[config.mk]
export PLATFORM = sky130hd
export DESIGN_NAME = vermi_spi
export DESIGN_NICKNAME = d
export VERILOG_FILES = /design/src/rtl/vermi_spi.sv
export SDC_FILE = /design/constraint.sdc
export NUM_CORES = 1
export LEC_CHECK = 0
export CORE_ASPECT_RATIO = 0.75
export CORE_MARGIN = 5
export CORE_UTILIZATION = 40
export CTS_BUF_LIST = sky130_fd_sc_hd__clkbuf_4 sky130_fd_sc_hd__clkbuf_8
export CTS_CLUSTER_DIAMETER = 200
export DETAILED_ROUTE_END_ITERATION = 8
export PLACE_DENSITY_LB_ADDON = 0.05
export RECOVER_POWER = 50
export SLEW_MARGIN = 10
export SYNTH_ARGS = -nofsm -noshare
export SYNTH_HDL_FRONTEND = slang
export SYNTH_SLANG_ARGS = --single-unit
[constraint.sdc]
create_clock -name clk -period 3.1 [get_ports clk]
set_input_delay 0.62 -clock clk [delete_from_list [all_inputs] [get_ports clk]]
set_output_delay 0.62 -clock clk [all_outputs]
set_load 0.02 [all_outputs]
[src/rtl/vermi_spi.sv]
// vermi_spi
// ---------
// Memory-mapped SPI master (mode 0, MSB first) for one Vermibus device slot.
// The CPU writes a byte to DATA. The block shifts it out on mosi and shifts a
// byte in from miso at the same time. Completion sets a sticky done flag, and
// irq stays asserted while both done and irq_en are set.
//
// Register map, selected by address[3:2]:
//   0 DATA   : read {24'b0, rx}; a write with wstrobe[0] starts a transfer if idle
//   1 CTRL   : {16'b0, div, 6'b0, cs, irq_en}
//   2 STATUS : {30'b0, done, busy}; writing bit 1 (wstrobe[0]) clears done
//   3        : reads 0, writes ignored
// A DATA read also clears done.
//
// Ports:
//   clk      in   system clock, rising edge
//   reset    in   asynchronous active-low reset
//   valid    in   bus request, already qualified by the device select
//   ready    out  bus response, equal to valid (zero wait states)
//   address  in   byte address, only [3:2] decoded
//   wstrobe  in   byte write enables, all-zero means read
//   wdata    in   write data
//   rdata    out  read data (combinational)
//   irq      out  done & irq_en
//   sclk     out  SPI clock, idle low
//   mosi     out  SPI data out, shift[7]
//   miso     in   SPI data in, assumed synchronous to clk
//   cs_n     out  chip select, software controlled through CTRL.cs

module vermi_spi #(
    parameter logic [7:0] DIV_RESET = 8'd3
) (
    input  logic        clk,
    input  logic        reset,
    input  logic        valid,
    output logic        ready,
    input  logic [31:0] address,
    input  logic [3:0]  wstrobe,
    input  logic [31:0] wdata,
    output logic [31:0] rdata,
    output logic        irq,
    output logic        sclk,
    output logic        mosi,
    input  logic        miso,
    output logic        cs_n
);

    typedef enum logic {
        IDLE,
        SHIFT
    } state_t;

    state_t      state_q;
    logic [7:0]  shift_q;
    logic [7:0]  rx_q;
    logic [7:0]  div_q;
    logic [7:0]  divActive_q;
    logic [7:0]  hcnt_q;
    logic [3:0]  edges_q;
    logic        sclk_q;
    logic        rxbit_q;
    logic        busy_q;
    logic        done_q;
    logic        done_d;
    logic        cs_q;
    logic        irqEn_q;

    logic [1:0]  regIdx;
    logic        isWrite;
    logic        isRead;
    logic        startXfer;
    logic        ctrlLoWr;
    logic        ctrlHiWr;
    logic        doneClr;
    logic        halfTick;
    logic        lastEdge;
    logic [7:0]  shiftNext;

    // Address and data bits that the register map never looks at.
    logic        unusedBits;
    assign unusedBits = ^{address[31:4], address[1:0], wdata[31:16]};

    // Bus decode. A transfer may only start while busy reads 0, so a DATA
    // write landing on the very edge where a transfer ends is still dropped.
    always_comb begin
        regIdx    = address[3:2];
        isWrite   = valid && (wstrobe != 4'b0000);
        isRead    = valid && (wstrobe == 4'b0000);
        startXfer = isWrite && (regIdx == 2'd0) && wstrobe[0] && !busy_q;
        ctrlLoWr  = isWrite && (regIdx == 2'd1) && wstrobe[0];
        ctrlHiWr  = isWrite && (regIdx == 2'd1) && wstrobe[1];
        doneClr   = (isWrite && (regIdx == 2'd2) && wstrobe[0] && wdata[1])
                  || (isRead && (regIdx == 2'd0));
        halfTick  = (state_q == SHIFT) && (hcnt_q == divActive_q);
        lastEdge  = halfTick && sclk_q && (edges_q == 4'd15);
        shiftNext = {shift_q[6:0], rxbit_q};
        // Completion wins over a software clear in the same cycle so that a
        // finished transfer can never go unreported.
        if (lastEdge) begin
            done_d = 1'b1;
        end else if (doneClr) begin
            done_d = 1'b0;
        end else begin
            done_d = done_q;
        end
    end

    // Register state and the shift engine. The half-period counter runs
    // 0..divActive, so each sclk phase lasts divActive+1 clocks; miso is
    // captured on the rising sclk edge and shifted in on the falling edge.
    always_ff @(posedge clk or negedge reset) begin
        if (!reset) begin
            state_q     <= IDLE;
            shift_q     <= 8'd0;
            rx_q        <= 8'd0;
            div_q       <= DIV_RESET;
            divActive_q <= 8'd0;
            hcnt_q      <= 8'd0;
            edges_q     <= 4'd0;
            sclk_q      <= 1'b0;
            rxbit_q     <= 1'b0;
            busy_q      <= 1'b0;
            done_q      <= 1'b0;
            cs_q        <= 1'b0;
            irqEn_q     <= 1'b0;
        end else begin
            if (ctrlLoWr) begin
                irqEn_q <= wdata[0];
                cs_q    <= wdata[1];
            end
            if (ctrlHiWr) begin
                div_q <= wdata[15:8];
            end
            done_q <= done_d;

            case (state_q)
                IDLE: begin
                    sclk_q  <= 1'b0;
                    hcnt_q  <= 8'd0;
                    edges_q <= 4'd0;
                    if (startXfer) begin
                        shift_q     <= wdata[7:0];
                        divActive_q <= div_q;
                        busy_q      <= 1'b1;
                        state_q     <= SHIFT;
                    end
                end
                SHIFT: begin
                    if (halfTick) begin
                        hcnt_q  <= 8'd0;
                        sclk_q  <= ~sclk_q;
                        edges_q <= edges_q + 4'd1;
                        if (!sclk_q) begin
                            rxbit_q <= miso;
                        end else begin
                            shift_q <= shiftNext;
                            if (lastEdge) begin
                                rx_q    <= shiftNext;
                                busy_q  <= 1'b0;
                                state_q <= IDLE;
                            end
                        end
                    end else begin
                        hcnt_q <= hcnt_q + 8'd1;
                    end
                end
                default: begin
                    state_q <= IDLE;
                end
            endcase
        end
    end

    // Read mux and pin outputs; everything driven off-chip comes from a register.
    always_comb begin
        case (regIdx)
            2'd0:    rdata = {24'd0, rx_q};
            2'd1:    rdata = {16'd0, div_q, 6'd0, cs_q, irqEn_q};
            2'd2:    rdata = {30'd0, done_q, busy_q};
            default: rdata = 32'd0;
        endcase
    end

    assign ready = valid;
    assign irq   = done_q & irqEn_q;
    assign sclk  = sclk_q;
    assign mosi  = shift_q[7];
    assign cs_n  = ~cs_q;

endmodule

== Yosys cells after proc, flatten, opt, wreduce, memory -nomap -nowiden ==
Cells that the tools add are included.

* Register bits: 51
* Bits in latches: 0
* Memory bits (writable): 0
* Bits in read-only memories: 0
* Output and inout port bits: 37
* Word-level logic and storage cells: 76
* Memories: 0

* Add/sub/neg operators: 2
* Multiply operators: 0
* Div/mod/pow operators: 0
* Order comparisons: 0
* Equality and inequality tests: 8
* Shifts and indexed selects: 0
* Muxes and demuxes: 23
* Bitwise gates (word level): 4
* Reduce and logical (&&, ||, !) cells: 26

{| class="wikitable"
|+ Operators by type and width
! operator !! count
|-
| $pmux W16 S3 || 1
|-
| $mux W8 || 4
|-
| $pmux W8 S2 || 2
|-
| $logic_and A1 B1 Y1 || 15
|-
| $mux W1 || 11
|-
| $add A8 B1 Y8 const B || 1
|-
| $eq A8 B8 Y1 || 1
|-
| $pmux W4 S2 || 1
|-
| $reduce_and A4 Y1 || 2
|-
| $ne A2 B1 Y1 const B || 3
|-
| $pmux W1 S2 || 3
|-
| $reduce_and A3 Y1 || 2
|-
| $add A4 B1 Y4 const B || 1
|-
| $eq A4 B4 Y1 const B || 1
|-
| $logic_not A4 Y1 || 1
|-
| $mux W4 || 1
|-
| $reduce_bool A4 Y1 || 1
|-
| $not A1 Y1 || 3
|-
| $eq A2 B1 Y1 const B || 1
|-
| $eq A2 B2 Y1 const B || 1
|-
| $logic_not A2 Y1 || 1
|-
| $ne A2 B2 Y1 const B || 1
|-
| $reduce_and A2 Y1 || 1
|-
| $reduce_bool A2 Y1 || 1
|-
| 3 further kinds || 3
|}

== Depth between registers and ports, before layout ==
Gate-level depths: netlist of the first run.

* Depth after elaboration: 8
* Depth in mapped cells: 6
* Depth with buffers taken out: 5

== Worst setup path after synthesis of the first run ==
Ideal clock, no wire load.

* Kind: in2reg
* Start: input address[2]
* End: register divActive_q[0]
* Library setup time: 125 ps
* Arrival: 1,732 ps
* Required time: 2,975 ps
* Setup slack: 1,243 ps
* Stages on the path: 5
* Cells stage by stage: nand4bb_1 buf_2 nor3_4 buf_4 mux2_2

* Longest elaborated chain between the ends: 5

{| class="wikitable"
|+ RTL lines
! element !! RTL line !! source
|-
| start: declaration || 37 || <nowiki>input logic [31:0] address,</nowiki>
|-
| $logic_not A2 Y1 || 89 || <nowiki>startXfer = isWrite && (regIdx == 2'd0) && wstrobe[0] && !busy_q;</nowiki>
|-
| $logic_and A1 B1 Y1 (3 in a row) || 89 ||
|-
| $reduce_and A2 Y1 (no source line) || - ||
|-
| end signal: assignment || 143 || <nowiki>divActive_q <= div_q;</nowiki>
|-
| end: declaration || 57 || <nowiki>logic [7:0] divActive_q;</nowiki>
|}

Every way passes these cells.
A chain may end at the register's enable or synchronous reset.

== Final worst setup path of the first run ==
* Start: input address[2]
* End: output rdata[10]

* Longest elaborated chain between the ends: 2
* Elaborated cells between the ends (all ways): 4

{| class="wikitable"
|+ RTL lines
! element !! RTL line !! source
|-
| $eq A2 B2 Y1 (tied with other cells) || 176 || <nowiki>case (regIdx)</nowiki>
|-
| $pmux W16 S3 (*) || 176 ||
|-
| end: declaration || 40 || <nowiki>output logic [31:0] rdata,</nowiki>
|}

Mark *: on every way between the ends. The rest lies on a longest branch, timed or not.

==> flow_results.org, run 1 <==
** Clocking
- CTS tree :: yes
- The clock drives 51 sinks.
- Count of hold buffers inserted by post-cts repair :: 0
- No sink is reached through more buffers than the 2 on the longest clock path.
- The tree is rooted in a clkbuf_8.
- Clock-pin slew was measured on the worst setup and hold paths at 90 ps.
- Count of cells resized by post-cts repair :: 0
- At the later pin of the worst-skew pair, clock insertion delay measures 300 ps.
- Post-CTS Setup Inserts :: 0
- Number of buffers created by CTS :: 5
- H-tree levels :: 2

** Global route
- Entering global routing, the biggest net connects 26 pins.
- Antenna violations before repair :: 0
- Global routing used 14.8% of the available tracks.
- First-pass GRT wire length :: 10.7 mm
- After global routing the overflow that remains totals 0.
- The number of global-route vias before repair was 2019.

** Placement
- The wire-length estimate of the detail-placed layout is 4.45 mm.
- Placer's final routability congestion estimate :: 0.792
- Quantity of I/O buffers inserted on ports :: 46

** Timing
- Headroom to the max-slew limit :: 9.14%
- Setup TNS Final :: 0 ps
- Final setup vio count :: 0
- Final critical-path required period :: 2920 ps
- For the pin with the worst max-slew slack, the measured transition is 1360 ps.
- Static timing analysis puts the maximum clock frequency at 342 MHz.
- Worst hold slack after final layout :: 267 ps
- Final hold violations :: 0
- Final cycle utilization of the critical path :: 94.3%
- Across the routed clock network, the largest skew measured is 8.64 ps.
- Setup repair after global routing left no endpoint under its margin.
- The final-report max-slew violation count was 0.

** Worst setup path
- The largest individual stage delay along the critical path comes from the cell clkdlybuf4s50_1.
- The signal on the critical path passes through clkdlybuf4s50_1 > nor2b_1 > buf_4 > and2_1 > clkdlybuf4s50_1.
- Data arrives at the worst endpoint at 2300 ps.
- Data on the critical path is required at its endpoint by 2480 ps.
- In this run the worst path has a maximum fanout of 10.
- Counting stages on the worst path, the most repeated cell is clkdlybuf4s50_1.
- Broken down by cell family, the worst path's largest delay share belongs to buffers and inverters.
- Setup Crit Path Kind :: in -> out
- Critical path launch point :: address[2]
- The number of buffers and inverters on the critical path is 3.
- STA classifies the critical path endpoint as an output port.
- CP startpoint kind :: input port
- The startpoint identified for the worst register-to-register timing path is hcnt_q[6].
- Largest stage delay on the critical path :: 610 ps

** Logic synthesis
- After synthesis, flip-flops and latches occupy 44.8% of the total area.
- The Yosys step of the flow raised 0 warnings.
- Number of flip-flops and latches in the synthesized netlist :: 51
- Most area-consuming cells after synthesis :: dfrtp_1, mux2_2, buf_4
- Gate count after technology mapping :: 261
- The top cell type by area accounts for 43.0% of the synthesized area.
- After synthesis, the share of flip-flops with an asynchronous set or reset is 100%.
- Number of flops mapped to enable cells by yosys :: 0
- The largest total area in the synthesized netlist belongs to dfrtp_1.
- Average cell area after synthesis :: 10.9 um^2
- After synthesis, the netlist uses 42 different library cells.
- Synthesized cell area :: 2850 um^2
- Top_reg_cell synth :: dfrtp_1

** Layout
- Most common cell after layout, fill and taps aside :: dfrtp_1
- Of the cells placed in the final design, the portion with a size suffix greater than 1 is 17.2%.
- The net count of the finished layout is 381.
- Storage element area :: 1280 um^2
- The multi-input combinational cells in the finished layout cover a total of 1390 um^2.
- The number of antenna diodes in the final layout is 0.
- Relative to the synthesized area, the layout overhead comes to 19.8%.
- Counting the fill cells in the layout gives 649.
- Leaving out fill and tap cells, the most frequent cells in the layout are dfrtp_1, clkdlybuf4s50_1, mux2_2, and2_1, conb_1.

** Die
- Vertical extent of the die :: 83.1 um
- The die covers 8940 um^2.
- Num ports :: 109
- The floorplan has 26 rows.
- Standard cell core area :: 6860 um^2
- For this configuration, the core starts out at a cell density of 41.6%.
- Die Span X :: 108 um

** Route
- Violation count after the first detailed-routing iteration :: 77
- DR DRC count :: 0
- Number of routed nets with antenna violations :: 0
- Summing over every cut layer, the via total after detailed routing is 2016.
- After detailed routing, the number of vias per cell comes to 4.97.
- Pre-antenna DRT Iters :: 4
- WL/cell :: 15.2 um
- Post-detailed-routing wire length :: 6.16 mm

** Min path
- Class of the tightest hold or removal check :: in -> async

** Power and ir drop
- The worst-case IR drop observed on VDD is 0.370 mV.
- Final Power :: 0.00223 W
- For this design the static power due to leakage is 1.48 nW.
- Total power per unit cell area :: 652 nW/um^2

** Run
- Across the run, the number of max-cap violations was 0.

** Run status
- The flow ran to the end, and the final reports show no timing, DRC or antenna violations.
==> layer usage <==
metal	up-vias	part of all wire [%]	global-route usage, %
li1	984	-	-
met1	979	52	22.6
met2	48	41	21.1
met3	5	6.2	3.26
met4	0	0.84	3.78
met5	-	0	0
==> synth_stat cells, types with 4 or more instances <==
| library cell | number |
|---|---|
| xor2_1 | 10 |
| buf_2 | 8 |
| nor2_1 | 11 |
| nor3b_1 | 7 |
| a211oi_1 | 14 |
| nand2_1 | 9 |
| or3_1 | 4 |
| mux2_4 | 7 |
| o31ai_1 | 4 |
| o21a_1 | 7 |
| dfrtp_1 | 49 |
| and2_1 | 16 |
| nand3_1 | 11 |
| xnor2_1 | 4 |
| mux2_2 | 20 |
| inv_1 | 4 |
| nor3_1 | 9 |
| buf_4 | 21 |
| mux2i_1 | 5 |
==> path summary, 6_finish.rpt <==
kind	to	slack [ps]	cells past startpoint
min in group clk	rx_q[6]	510	1
hold / removal	rx_q[1]	270	1
hold reg to reg	rx_q[6]	510	1
setup / recovery	rdata[10]	180	5
max in group asynchronous	hcnt_q[3]	1200	2
setup reg to reg	rx_q[0]	570	5
==> final cells by class <==
type / count / share of cell area [%]
repair buffers: 57 / 15.4
multi-input cells: 188 / 40.6
clock buffers: 6 / 2.23
inverters: 4 / 0.439
well taps: 98 / 3.59
clock inverters: 2 / 0.366
flip-flops and latches: 51 / 37.4
==> registers in the layout, indices dropped and copies added (netlist names) <==
register,cells
rx_q,8
div_q,8
edges_q,4
divActive_q,8
sclk,1
irqEn_q,1
hcnt_q,8
done_q,1
state_q,1
cs_q,1
shift_q,8
busy_q,1
rxbit_q,1
==> cell families (layout without fill, tap and decap cells) <==
group                    count (synthesis)  after routing  synth area share, %
other                                    1             16                0.131
flip-flops                              51             51                 44.8
buffers and inverters                   37             69                 8.55
AND/OR/NAND/NOR                         84             84                 17.3
multiplexers                            32             32                 13.3
XOR/XNOR                                14             14                 4.30
AO/OA/AOI/OAI                           40             40                 10.7
adder cells (fa/ha/maj)                  2              2                0.877
==> stage by stage <==
step | util [%] | instance area, um^2 | instances | setup WS, ps
after floorplan | - | 2910 | 276 | 1240
after global placement | 48.7 | 3340 | 398 | 163
after detailed placement | 48.7 | 3340 | 398 | 170
after CTS | 50.0 | 3430 | 406 | 165
after global routing | 49.8 | 3420 | 406 | 75.8
final | 49.8 | 3420 | 406 | 175
==> report_power, final <==
part	total (W)	switching [W]	internal [W]
Sequential	0.000961	0.000141	0.000820
Combinational	0.000879	0.000493	0.000385
Clock	0.000388	0.000221	0.000167
No activity file was read; power rests on OpenSTA's default activity.
==> run 2, diff against run 1 <==
--- a/config.mk
+++ b/config.mk
@@ -11,7 +11,7 @@
 export CTS_BUF_LIST = sky130_fd_sc_hd__clkbuf_4 sky130_fd_sc_hd__clkbuf_8
 export CTS_CLUSTER_DIAMETER = 200
 export DETAILED_ROUTE_END_ITERATION = 8
-export PLACE_DENSITY_LB_ADDON = 0.05
+export PLACE_DENSITY_LB_ADDON = 0.25
 export RECOVER_POWER = 50
 export SLEW_MARGIN = 10
 export SYNTH_ARGS = -nofsm -noshare
==> run 2 against run 1 <==
  * The run now ends with capacitance limit, slew limit left
  * Sequential power is 4% higher
  * Sequential share of layout area is 0.15 points lower
  * Clock power is 40% higher
  * Flip-flop and latch count stayed put
  * Clock skew is 1.1 ps higher
  * Clock-buffer cell count is 1 lower
  * Critical path depth stayed put
  * Total power is 5.4% higher
  * Die area stayed put
  * Maximum frequency is 0.37% lower
  * Register-to-register slack worse by 260 ps
==> flow_results.org, run 2 (same netlist as run 1, synthesis figures left out) <==
** Run status
- The flow ran to the end, but the final reports show violations.
- The final reports fail on capacitance limit, slew limit.

** Min path
- The worst hold path begins at rx_q[2].
- Hold Path Sink :: rx_q[2]
- Class of the tightest hold or removal check :: reg -> reg
- Hold Path Cell Cnt :: 1

** Timing
- Derived from the worst setup path, the maximum achievable clock frequency is 341 MHz.
- Across all setup checks in the final design, the least slack found is 165 ps.
- The final critical path takes up 94.7% of the cycle.
- Final critical-path required period :: 2940 ps
- The clock arrives with 9.74 ps of skew.
- Setup repair after global routing left no endpoint under its margin.
- Measured against its own limit, the worst slew margin works out to -34.3%.
- Max-slew violations :: 40
- Actual slew at the worst max-slew pin :: 2010 ps
- Setup TNS Final :: 0 ps
- The total count of hold-check failures in the final report is 0.
- Setup violations remaining at the end of the flow were counted as 0.

** Route
- Vias per std cell :: 5.00
- After detailed routing, the number of remaining DRC violations is 0.
- Number of routed nets with antenna violations :: 0
- WL/cell :: 14.4 um
- For this block, the via count after detailed routing is 2016.
- Violation count after the first detailed-routing iteration :: 89
- After detailed routing, the total wire length is 5.79 mm.
- Pre-antenna DRT Iters :: 4

** Worst setup path
- STA classifies the critical path startpoint as an input port.
- The worst register-to-register path has a depth of 4.
- In this run the worst path has a maximum fanout of 10.
- Slowest cell on crit path :: clkdlybuf4s50_1
- Data required time at the worst endpoint :: 2480 ps
- By startpoint and endpoint, the worst setup path is classified as in -> out.
- Among cell families on the critical path, the largest total delay comes from buffers and inverters.
- The cell that appears most often on the critical path is clkdlybuf4s50_1.
- Worst R2R End :: rx_q[0]
- Worst-path cell chain :: clkdlybuf4s50_1 > nor2b_1 > buf_4 > and2_1 > clkdlybuf4s50_1
- Counting both buffers and inverters, the worst setup path holds a total of 3.
- STA puts the critical path data arrival time at 2320 ps.
- Source of the worst register-to-register timing path :: hcnt_q[2]
- Type of destination of the critical path :: output port
- Largest stage delay on the critical path :: 610 ps
- For flop-to-flop paths, the worst setup slack is 310 ps.

** Clocking
- For the worst-skew pair, the clock arrives at the later sink with an insertion delay of 300 ps.
- Number of buffers created by CTS :: 5
- Total clock sinks :: 51
- The longest clock path from root to sink contains 2 buffers.
- CTS tree :: yes
- Post-CTS Setup Inserts :: 0
- Count of cells resized by post-cts repair :: 0
- In this run the number of H-tree levels came out at 2.
- Clock-pin slew was measured on the worst setup and hold paths at 90 ps.
- Count of hold buffers inserted by post-cts repair :: 0
- Cell at the root of the clock tree :: clkbuf_8

** Global route
- Global Route Usage Sum :: 13.7%
- Number of global-route vias before repair :: 2124
- The first global-routing pass estimated 10.2 mm of wire.
- GRT overflow :: 0
- Antenna violations before repair :: 0
- Pin count of the biggest net entering global routing :: 40

** Layout
- The finished cells cover 3430 um^2.
- Proportion of layout cells with a drive suffix above 1 :: 15.7%
- Area Overhead vs Synth :: 20.3%
- Antenna diodes :: 0
- # nets final :: 378
- Most common cell after layout, fill and taps aside :: dfrtp_1
- Leaving out fill and tap cells, the most frequent cells in the layout are dfrtp_1, clkdlybuf4s50_1, mux2_2, and2_1, conb_1.
- The filler cells instantiated in the layout total 615.

** Placement
- Post-DP Area :: 3320 um^2
- Post-Place Setup Slack :: 165 ps
- Total half-perimeter wirelength after legalization and detailed placement :: 4.19 mm
- The congestion estimate from routability-driven global placement came to 0.791.
- Input and output buffers added on the ports amount to 46.

** Die
- Die Span X :: 108 um
- The floorplan has 26 rows.
- After floorplanning, the core was sized to cover 6860 um^2.
- Initial cell density of the core :: 41.6%
- Num ports :: 109
- The floorplan step set the die height to 83.1 um.
- The die covers 8940 um^2.

** Power and ir drop
- The worst-case IR drop observed on VDD is 0.302 mV.
- For this design the static power due to leakage is 1.49 nW.
- Total power per unit cell area :: 685 nW/um^2

** Run
- Maximum capacitance violations :: 1
-- run 2: changes by cell type in the layout (fill, tap and decap cells not counted) --
cell,change
buf_4,-3
bufinv_16,+2
and3_1,+1
and3_4,-1
clkbuf_4,-1
clkdlybuf4s50_1,-1
clkinv_2,-1
dlygate4sd3_1,+1
nor4_1,+1
nor4_2,-1
-- run 2: report_power, final --
part	leakage, nW	internal [W]	switching, W	total (W)
Combinational	0.776	0.000367	0.000437	0.000803
Sequential	0.650	0.000820	0.000184	0.00100
Clock	0.0644	0.000322	0.000220	0.000542
-- run 2: cell type report --
class | instances | area (um^2) | share of cell area (%)
Inverter | 4 | 15.0 | 0.438
Clock buffer | 5 | 68.8 | 2.01
Sequential cell | 51 | 1280 | 37.3
Multi-Input combinational cell | 188 | 1380 | 40.1
Clock inverter | 3 | 67.6 | 1.97
Timing Repair Buffer | 54 | 503 | 14.7
Tap cell | 98 | 123 | 3.57
-- run 2: worst max path at each step --
stage	endpoint	slack (ps)	start	cells past startpoint
4_1_cts	rdata[9]	140	address[2]	5
3_3_place_gp	rdata[10]	180	address[2]	5
5_1_grt	rdata[9]	60	address[2]	5
3_5_place_dp	rdata[9]	170	address[2]	5
6_report	rdata[10]	160	address[2]	5
2_1_floorplan	divActive_q[0]	1240	address[2]	5
-- run 2: metal layers --
layer	vias to the layer above	global-route usage, %	share of wire [%]
met4	0	3.10	0.76
li1	975	-	-
met3	5	3.64	4.6
met1	997	18.3	48
met5	-	0	0
met2	39	22.1	47
-- run 2: metrics by stage --
stage	std cells	util (%)	power, W	hold slack [ps]
2_1_floorplan	276	-	0.00164	324
3_3_place_gp	395	48.3	0.00183	489
3_5_place_dp	395	48.3	0.00184	487
4_1_cts	403	50.3	0.00240	443
5_1_grt	403	50.0	0.00252	526
6_report	403	50.0	0.00235	515
